## config.mk

```make
export PLATFORM = sky130hd
export DESIGN_NAME = muldiv_unit
export DESIGN_NICKNAME = d
export VERILOG_FILES = /design/src/rtl/muldiv_unit.sv
export SDC_FILE = /design/constraint.sdc
export NUM_CORES = 1
export LEC_CHECK = 0
export BUFFER_PORTS_ARGS = -buffer_cell sky130_fd_sc_hd__buf_2
export CAP_MARGIN = 0
export CORE_MARGIN = 8
export CORE_UTILIZATION = 38
export CTS_CLUSTER_SIZE = 40
export DETAILED_ROUTE_END_ITERATION = 16
export HOLD_SLACK_MARGIN = 0.05
export PLACE_DENSITY = 0.56
export SYNTH_ARGS = -nofsm -noshare
export SYNTH_HDL_FRONTEND = slang
export SYNTH_SLANG_ARGS = --single-unit
export TNS_END_PERCENT = 10
```

## constraint.sdc

```tcl
create_clock -name CLK -period 4.9 [get_ports CLK]
set_input_delay 0.98 -clock CLK [delete_from_list [all_inputs] [get_ports CLK]]
set_output_delay 0.98 -clock CLK [all_outputs]
set_load 0.05 [all_outputs]
```

## src/rtl/muldiv_unit.sv

```systemverilog
// Iterative RV32M multiply/divide unit: WIDTH radix-2 steps per operation, Busy stalls the PC.
// Optional MULDIV_FAST_MUL_EN: multiplies complete in one cycle via a combinational product.
module muldiv_unit #(
    parameter int unsigned WIDTH = 32
) (
    input  logic             CLK,
    input  logic             Reset_n,
    input  logic             Start,
    input  logic [2:0]       Op,
    input  logic [WIDTH-1:0] A,
    input  logic [WIDTH-1:0] B,
    output logic             Busy,
    output logic             Valid,
    output logic [WIDTH-1:0] Result
);

    localparam logic [1:0] S_IDLE = 2'd0;
    localparam logic [1:0] S_RUN  = 2'd1;
    localparam logic [1:0] S_DONE = 2'd2;

    localparam logic [2:0] OP_MUL    = 3'd0;
    localparam logic [2:0] OP_MULH   = 3'd1;
    localparam logic [2:0] OP_MULHSU = 3'd2;
    localparam logic [2:0] OP_MULHU  = 3'd3;
    localparam logic [2:0] OP_DIV    = 3'd4;
    localparam logic [2:0] OP_DIVU   = 3'd5;
    localparam logic [2:0] OP_REM    = 3'd6;
    localparam logic [2:0] OP_REMU   = 3'd7;

    localparam int unsigned CW = $clog2(WIDTH + 1);
    localparam logic [WIDTH-1:0] MOST_NEG = {1'b1, {(WIDTH-1){1'b0}}};

    logic [1:0]       state_q, state_d;
    logic [CW-1:0]    cnt_q, cnt_d;
    logic [2:0]       op_q, op_d;
    logic [WIDTH-1:0] hi_q, hi_d;
    logic [WIDTH-1:0] lo_q, lo_d;
    logic [WIDTH-1:0] opb_q, opb_d;
    logic             negr_q, negr_d;
    logic             nega_q, nega_d;
    logic             valid_q, valid_d;
    logic [WIDTH-1:0] result_q, result_d;

    // Operand decode for the instruction being issued
    logic             is_div;
    logic             a_signed_op, b_signed_op;
    logic             a_sgn, b_sgn;
    logic [WIDTH-1:0] a_mag, b_mag;
    logic             div_zero, div_ovf;
    logic [WIDTH-1:0] special_res;

    always_comb begin
        is_div      = Op[2];
        a_signed_op = (Op == OP_MULH) || (Op == OP_MULHSU) || (Op == OP_DIV) || (Op == OP_REM);
        b_signed_op = (Op == OP_MULH) || (Op == OP_DIV) || (Op == OP_REM);
        a_sgn       = a_signed_op & A[WIDTH-1];
        b_sgn       = b_signed_op & B[WIDTH-1];
        a_mag       = a_sgn ? ('0 - A) : A;
        b_mag       = b_sgn ? ('0 - B) : B;
        div_zero    = is_div && (B == '0);
        div_ovf     = is_div && !Op[0] && (A == MOST_NEG) && (B == '1);
        special_res = '0;
        if (div_zero) begin
            special_res = Op[1] ? A : '1;
        end else if (div_ovf) begin
            special_res = Op[1] ? '0 : A;
        end
    end

`ifdef MULDIV_FAST_MUL_EN
    logic signed [WIDTH:0]     fast_a, fast_b;
    logic signed [2*WIDTH-1:0] fast_prod;
    logic [WIDTH-1:0]          fast_res;

    always_comb begin
        fast_a    = $signed({a_signed_op & A[WIDTH-1], A});
        fast_b    = $signed({b_signed_op & B[WIDTH-1], B});
        fast_prod = fast_a * fast_b;
        fast_res  = (Op == OP_MUL) ? fast_prod[WIDTH-1:0] : fast_prod[2*WIDTH-1:WIDTH];
    end
`endif

    // One radix-2 step on the registered datapath
    logic [WIDTH:0]     mul_sum;
    logic [WIDTH:0]     div_sh, div_diff;
    logic               div_ok;
    logic [WIDTH-1:0]   step_hi, step_lo;
    logic [2*WIDTH-1:0] prod, prod_fix;
    logic [WIDTH-1:0]   quo_fix, rem_fix;
    logic [WIDTH-1:0]   final_res;

    always_comb begin
        mul_sum  = {1'b0, hi_q} + (lo_q[0] ? {1'b0, opb_q} : '0);
        div_sh   = {hi_q, lo_q[WIDTH-1]};
        div_diff = div_sh - {1'b0, opb_q};
        div_ok   = ~div_diff[WIDTH];
        if (op_q[2]) begin
            step_hi = div_ok ? div_diff[WIDTH-1:0] : div_sh[WIDTH-1:0];
            step_lo = {lo_q[WIDTH-2:0], div_ok};
        end else begin
            step_hi = mul_sum[WIDTH:1];
            step_lo = {mul_sum[0], lo_q[WIDTH-1:1]};
        end
        prod     = {step_hi, step_lo};
        prod_fix = negr_q ? ('0 - prod) : prod;
        quo_fix  = negr_q ? ('0 - step_lo) : step_lo;
        rem_fix  = nega_q ? ('0 - step_hi) : step_hi;
        case (op_q)
            OP_MUL:                       final_res = prod_fix[WIDTH-1:0];
            OP_MULH, OP_MULHSU, OP_MULHU: final_res = prod_fix[2*WIDTH-1:WIDTH];
            OP_DIV, OP_DIVU:              final_res = quo_fix;
            default:                      final_res = rem_fix;
        endcase
    end

    always_comb begin
        state_d  = state_q;
        cnt_d    = cnt_q;
        op_d     = op_q;
        hi_d     = hi_q;
        lo_d     = lo_q;
        opb_d    = opb_q;
        negr_d   = negr_q;
        nega_d   = nega_q;
        valid_d  = 1'b0;
        result_d = result_q;
        case (state_q)
            S_IDLE: begin
                if (Start) begin
                    op_d   = Op;
                    hi_d   = '0;
                    lo_d   = is_div ? a_mag : b_mag;
                    opb_d  = is_div ? b_mag : a_mag;
                    negr_d = a_sgn ^ b_sgn;
                    nega_d = a_sgn;
                    cnt_d  = CW'(WIDTH);
                    if (div_zero || div_ovf) begin
                        result_d = special_res;
                        valid_d  = 1'b1;
                        state_d  = S_DONE;
`ifdef MULDIV_FAST_MUL_EN
                    end else if (!is_div) begin
                        result_d = fast_res;
                        valid_d  = 1'b1;
                        state_d  = S_DONE;
`endif
                    end else begin
                        state_d = S_RUN;
                    end
                end
            end
            S_RUN: begin
                hi_d  = step_hi;
                lo_d  = step_lo;
                cnt_d = cnt_q - CW'(1);
                // Last step: sign-correct straight from the step outputs
                if (cnt_q == CW'(1)) begin
                    result_d = final_res;
                    valid_d  = 1'b1;
                    state_d  = S_DONE;
                end
            end
            default: begin
                state_d = S_IDLE;
            end
        endcase
    end

    always_ff @(posedge CLK or negedge Reset_n) begin
        if (!Reset_n) begin
            state_q  <= S_IDLE;
            cnt_q    <= '0;
            op_q     <= '0;
            hi_q     <= '0;
            lo_q     <= '0;
            opb_q    <= '0;
            negr_q   <= 1'b0;
            nega_q   <= 1'b0;
            valid_q  <= 1'b0;
            result_q <= '0;
        end else begin
            state_q  <= state_d;
            cnt_q    <= cnt_d;
            op_q     <= op_d;
            hi_q     <= hi_d;
            lo_q     <= lo_d;
            opb_q    <= opb_d;
            negr_q   <= negr_d;
            nega_q   <= nega_d;
            valid_q  <= valid_d;
            result_q <= result_d;
        end
    end

    assign Busy   = Reset_n && (((state_q == S_IDLE) && Start) || (state_q == S_RUN));
    assign Valid  = valid_q;
    assign Result = result_q;

endmodule

```

; ---- After elaboration in Yosys (flattened, before gate mapping)
; Index checks and enable logic that the tools add are counted.
[word_totals]
reg_bits = 142
input_bits = 70
[op_classes]
n_addsub = 8
n_eq_ne = 16
mux = 34
bitwise_logic = 4
n_reduce_logical = 24
[ops]
columns = op, count
row1 = 32-bit two-way mux, 19
row2 = 32-bit case mux with 2 select lines, 3
row3 = "1-bit by 32-bit subtractor with 32-bit output, first input constant", 4
row4 = 32-bit case mux with 3 select lines, 1
row5 = "32-bit == test, second input constant", 2
row6 = 64-bit two-way mux, 1
row7 = "1-bit by 64-bit subtractor with 64-bit output, first input constant", 1
row8 = 32-bit by 32-bit adder with 33-bit output, 1
row9 = 33-bit by 32-bit subtractor with 33-bit output, 1
row10 = 32-bit zero test, 1
row11 = "3-bit == test, second input constant", 4
row12 = 6-bit case mux with 2 select lines, 1
row13 = "3-bit by 2-bit == test with 1-bit output, second input constant", 3
row14 = 1-bit logical OR, 7
row15 = "3-bit by 1-bit == test with 1-bit output, second input constant", 2
row16 = "6-bit by 1-bit == test with 1-bit output, second input constant", 1
row17 = 1-bit logical AND, 6
row18 = 2-bit two-way mux, 3
row19 = 6-bit two-way mux, 1
row20 = "2-bit inequality test, second input constant", 3
row21 = 2-bit AND reduction, 3
row22 = "6-bit by 1-bit subtractor with 6-bit output, second input constant", 1
row23 = 2-bit case mux with 2 select lines, 1
row24 = 4-bit AND reduction, 1
row25 = other kinds (12), 15

; ---- Logic depth before layout (Yosys ltp)
[logic_depth]
word_depth = 9
ltp_mapped = 24
mapped_depth_nobuf = 23

; ---- Worst setup path after synthesis
; Ideal clock, no wire load.
[synth_path]
path_type = register to register
from = register lo_q[31]
to = register result_q[18], in the netlist Result[18]
setup_time_ps = 136
arrival_ps = 4564
t_required_ps = 4764
path_slack_ps = 201
stages_incl_launch_ff = 23
n_path_buf = 1
period_less_slack_ps = 4699
path_cell_list = dfrtp_1 > inv_1 > ha_1 > inv_1 > fa_1 > a211oi_1 > o211ai_2 > and4_1 > o21ai_2 > a2111oi_2 > nor2_1 > ha_1 > and3_1 > clkbuf_1 > nand4_1 > or3_1 > nor2_1 > and3_1 > nand4_2 > o31ai_1 > xor2_1 > a221oi_1 > o21ai_0
[synth_between]
elab_chain_len = 8
elab_cells_between_ends = 14
[synth_rtl]
columns = item, line_no
row1 = start: declaration, 37  ; logic [WIDTH-1:0] lo_q, lo_d;
row2 = start signal: assignment, 186  ; lo_q <= lo_d;
row3 = 33-bit by 32-bit subtractor with 33-bit output, 95  ; div_diff = div_sh - {1'b0, opb_q};
row4 = 32-bit two-way mux or 1-bit inverter (tied branches), "98, 96"
row5 = 32-bit two-way mux, 97  ; if (op_q[2]) begin
row6 = "1-bit by 64-bit subtractor with 64-bit output, or another cell as far along", 105  ; prod_fix = negr_q ? ('0 - prod) : prod;
row7 = "64-bit two-way mux, or another cell as far along", 105
row8 = 32-bit case mux with 3 select lines *, 108  ; case (op_q)
row9 = 32-bit two-way mux *, 157  ; if (cnt_q == CW'(1)) begin
row10 = 32-bit case mux with 2 select lines *, 127  ; case (state_q)
row11 = end signal: assignment, 191  ; result_q <= result_d;
row12 = end: declaration, 42  ; logic [WIDTH-1:0] result_q, result_d;
; Every way passes the cells marked *; elsewhere a longest branch is shown, timed or not. The select of a mux whose other input is x is not followed.
; A chain may end at the register's enable or synchronous reset.

; ---- Worst setup path after layout
[layout_path]
from = register lo_q[31]
to = register result_q[10], in the netlist Result[10]
; The elaborated chain is that of the path after synthesis.

==> flow_summary.ini <==
[run_status]
outcome = completed

[sta]
hold_violations = 0
post-route-period-util = 0.974
clock_skew_ps = 15.6
relSlewSlack = 0.174
slew_violations = 0
rsz0062_at_grt = true
setup_viol = 0
timing.final.crit_period_ps = 4770
hold_slack_ps = 402
tightest_slew_ps = 1240
fmax_mhz = 209

[min_path]
hold_path_class = input port to asynchronous set/reset pin

[routing]
ant_nets = 0
routed_wl_mm = 73.3
vias = 18236
drc_errors = 0
wl_per_cell_um = 24.9
viasPerCell = 6.18
first_iter_violations = 2030
firstDrtPassIters = 7

[setup_path]
worstPathRequired_ps = 5210
crit_fanout = 12
cp.arrival_ps = 5080
endpoint_kind = flip-flop
crit_type = flip-flop to flip-flop
startpoint_type = flip-flop

[floorplan]
die-area_um2 = 50000
ios = 104
dieWidth_um = 224
core_region_area_um2 = 42800
start_util = 0.383
die_h_um = 224
num_rows = 76

[clock_tree]
cts_tree = built
hold_buffers = 0
cts_buffer_depth = 2
numClockSinks = 142
path_clk_slew_ps = 70
clk_latency_ps = 470
root_buffer = clkbuf_16
h-tree-depth = 4
numCtsBuffers = 17

[layout]
fillCellCount = 4358
instances_no_fill = 2949
stdcell_area_um2 = 19300
final_layout_size_suffix_gt1_frac = 0.181
fin_util = 0.452
area_growth_pct = 18.1
final_common_cell = nand2_1
mostFrequentLayoutCells = 274 x nand2_1, 220 x o21ai_0, 192 x buf_4, 182 x nor2_1, 151 x a21oi_1
nets = 2532

[grt]
grt_pass1_wl_mm = 108
grtUsageTotal = 0.284
antenna_found_initial = 6
grt_max_degree = 116
grt-ovfl-total = 0
grt_pass1_vias = 16982

[run]
drv_cap = 0

[synthesis]
synth-edff-count = 0
synth_ff_type = dfrtp_1
synth_cells = 2213
yosysSeqAreaShare = 0.217
syn_avg_cell_area_um2 = 7.40
synth.distinct_cells = 104
syn_area_um2 = 16400
synth.net_count = 2356
synthArstFlopShare = 1.00
yosysWarnings = 0
synth-seq-cells = 142

[placement]
gp_congestion = 0.990
place_hpwl_mm = 58.9
dp_cells = 2913
portBuffers = 103
place_area_um2 = 18500
[state kept, by name, indices dropped and copies added (netlist names)]
| register | cells |
|---|---|
| Result | 32 |
| hi_q | 32 |
| lo_q | 32 |
| opb_q | 32 |
| cnt_q | 6 |
| op_q | 3 |
| state_q | 2 |
| Valid | 1 |
| nega_q | 1 |
| negr_q | 1 |
[synthesized netlist by cell type, types with 13 or more instances]
master      n  share of area
nor3_1     55          0.017
a31oi_1    20         0.0076
xor2_1     65          0.035
a21o_1     24          0.011
o221ai_1   39          0.021
o21a_1     19         0.0087
a21oi_1   154          0.047
o22ai_1    15         0.0057
and2_1     48          0.018
nand2_1   275          0.063
and3_1     15         0.0057
ha_1       71          0.054
nor2_1    185          0.042
mux2i_1    55          0.034
a211oi_1   19         0.0087
nand4_1    34          0.013
o31ai_1    30          0.014
dfrtp_1   142           0.22
o21ai_1    15         0.0046
nor4_1     22         0.0084
xnor2_1   106          0.057
o21ai_0   224          0.068
buf_2      22         0.0067
or4_1      13         0.0060
o211ai_1   37          0.017
inv_1      71          0.016
or3_1      24         0.0092
clkbuf_1  104          0.024
nor2b_1    13         0.0050
nand3_1    63          0.019
[final timing paths]
| path | startpoint | end | slack [ps] | depth (start not counted) |
|---|---|---|---|---|
| max | lo_q[31]$_DFFE_PN0P_ | Result[10]$_DFFE_PN0P_ | 130 | 19 |
| min | Reset_n | cnt_q[2]$_DFFE_PN0P_ | 400 | 1 |
| max reg2reg | lo_q[31]$_DFFE_PN0P_ | Result[10]$_DFFE_PN0P_ | 130 | 19 |
| min reg2reg | cnt_q[4]$_DFFE_PN0P_ | cnt_q[4]$_DFFE_PN0P_ | 480 | 1 |
| max in group asynchronous | Reset_n | opb_q[10]$_DFFE_PN0P_ | 3140 | 3 |
| min in group CLK | cnt_q[4]$_DFFE_PN0P_ | cnt_q[4]$_DFFE_PN0P_ | 480 | 1 |
[layer usage]
metal,wire [um],share of wire,GRT usage,up-vias
met3,4660,0.064,0.0297,148
li1,-,-,-,8524
met1,32100,0.44,0.388,8797
met2,32700,0.45,0.443,767
met4,3830,0.052,0.142,0
met5,0,0,0,-
[area by class of cell]
| class | instances | area [um2] | share of cell area |
|---|---|---|---|
| diodes | 1 | 2.50 | 0.000129 |
| repair buffers | 296 | 1990 | 0.103 |
| inverters | 73 | 274 | 0.0142 |
| flip-flops and latches | 142 | 3560 | 0.184 |
| clock inverters | 9 | 158 | 0.00815 |
| multi-input cells | 1859 | 12200 | 0.631 |
| clock buffers | 23 | 478 | 0.0247 |
| well taps | 546 | 683 | 0.0353 |
[stage by stage]
step / setup slack, ps / setup TNS, ps
2_1_floorplan: 201 / 0
3_3_place_gp: 66.9 / 0
3_5_place_dp: -8.61 / -8.61
4_1_cts: 8.65 / 0
5_1_grt: -85.0 / -251
6_report: 126 / 0
[critical path: stages, from the launching register on]
cell      delay (ps)
dfrtp_1          380
inv_1             60
ha_1             160
inv_1             60
fa_1             400
a211oi_2         300
o211ai_2         200
nand4_1          180
a21oi_2          120
buf_4            170
a211oi_4         460
buf_12           200
mux2_2           390
o211a_2          280
nand3_1          170
buf_4            170
a21oi_1           60
or3_1            400
a21oi_1          260
o221ai_1         170
[cell families after synthesis]
| group | Yosys count | synth area share |
|---|---|---|
| buffers and inverters | 212 | 0.0530 |
| AO/OA/AOI/OAI | 735 | 0.299 |
| adder cells (fa/ha/maj) | 73 | 0.0567 |
| flip-flops | 142 | 0.217 |
| multiplexers | 66 | 0.0412 |
| AND/OR/NAND/NOR | 814 | 0.242 |
| XOR/XNOR | 171 | 0.0914 |
[repair_timing]
| action | in CTS | in global routing |
|---|---|---|
| resized for setup | 1 | 44 |
| cloned | 0 | 0 |
| pin swaps | 2 | 13 |
| setup endpoints to repair | 3 | 19 |
| setup buffers | 0 | 3 |
Power is not shown: default switching activity piles up to over one toggle a cycle in this logic, so the estimate is an artifact.
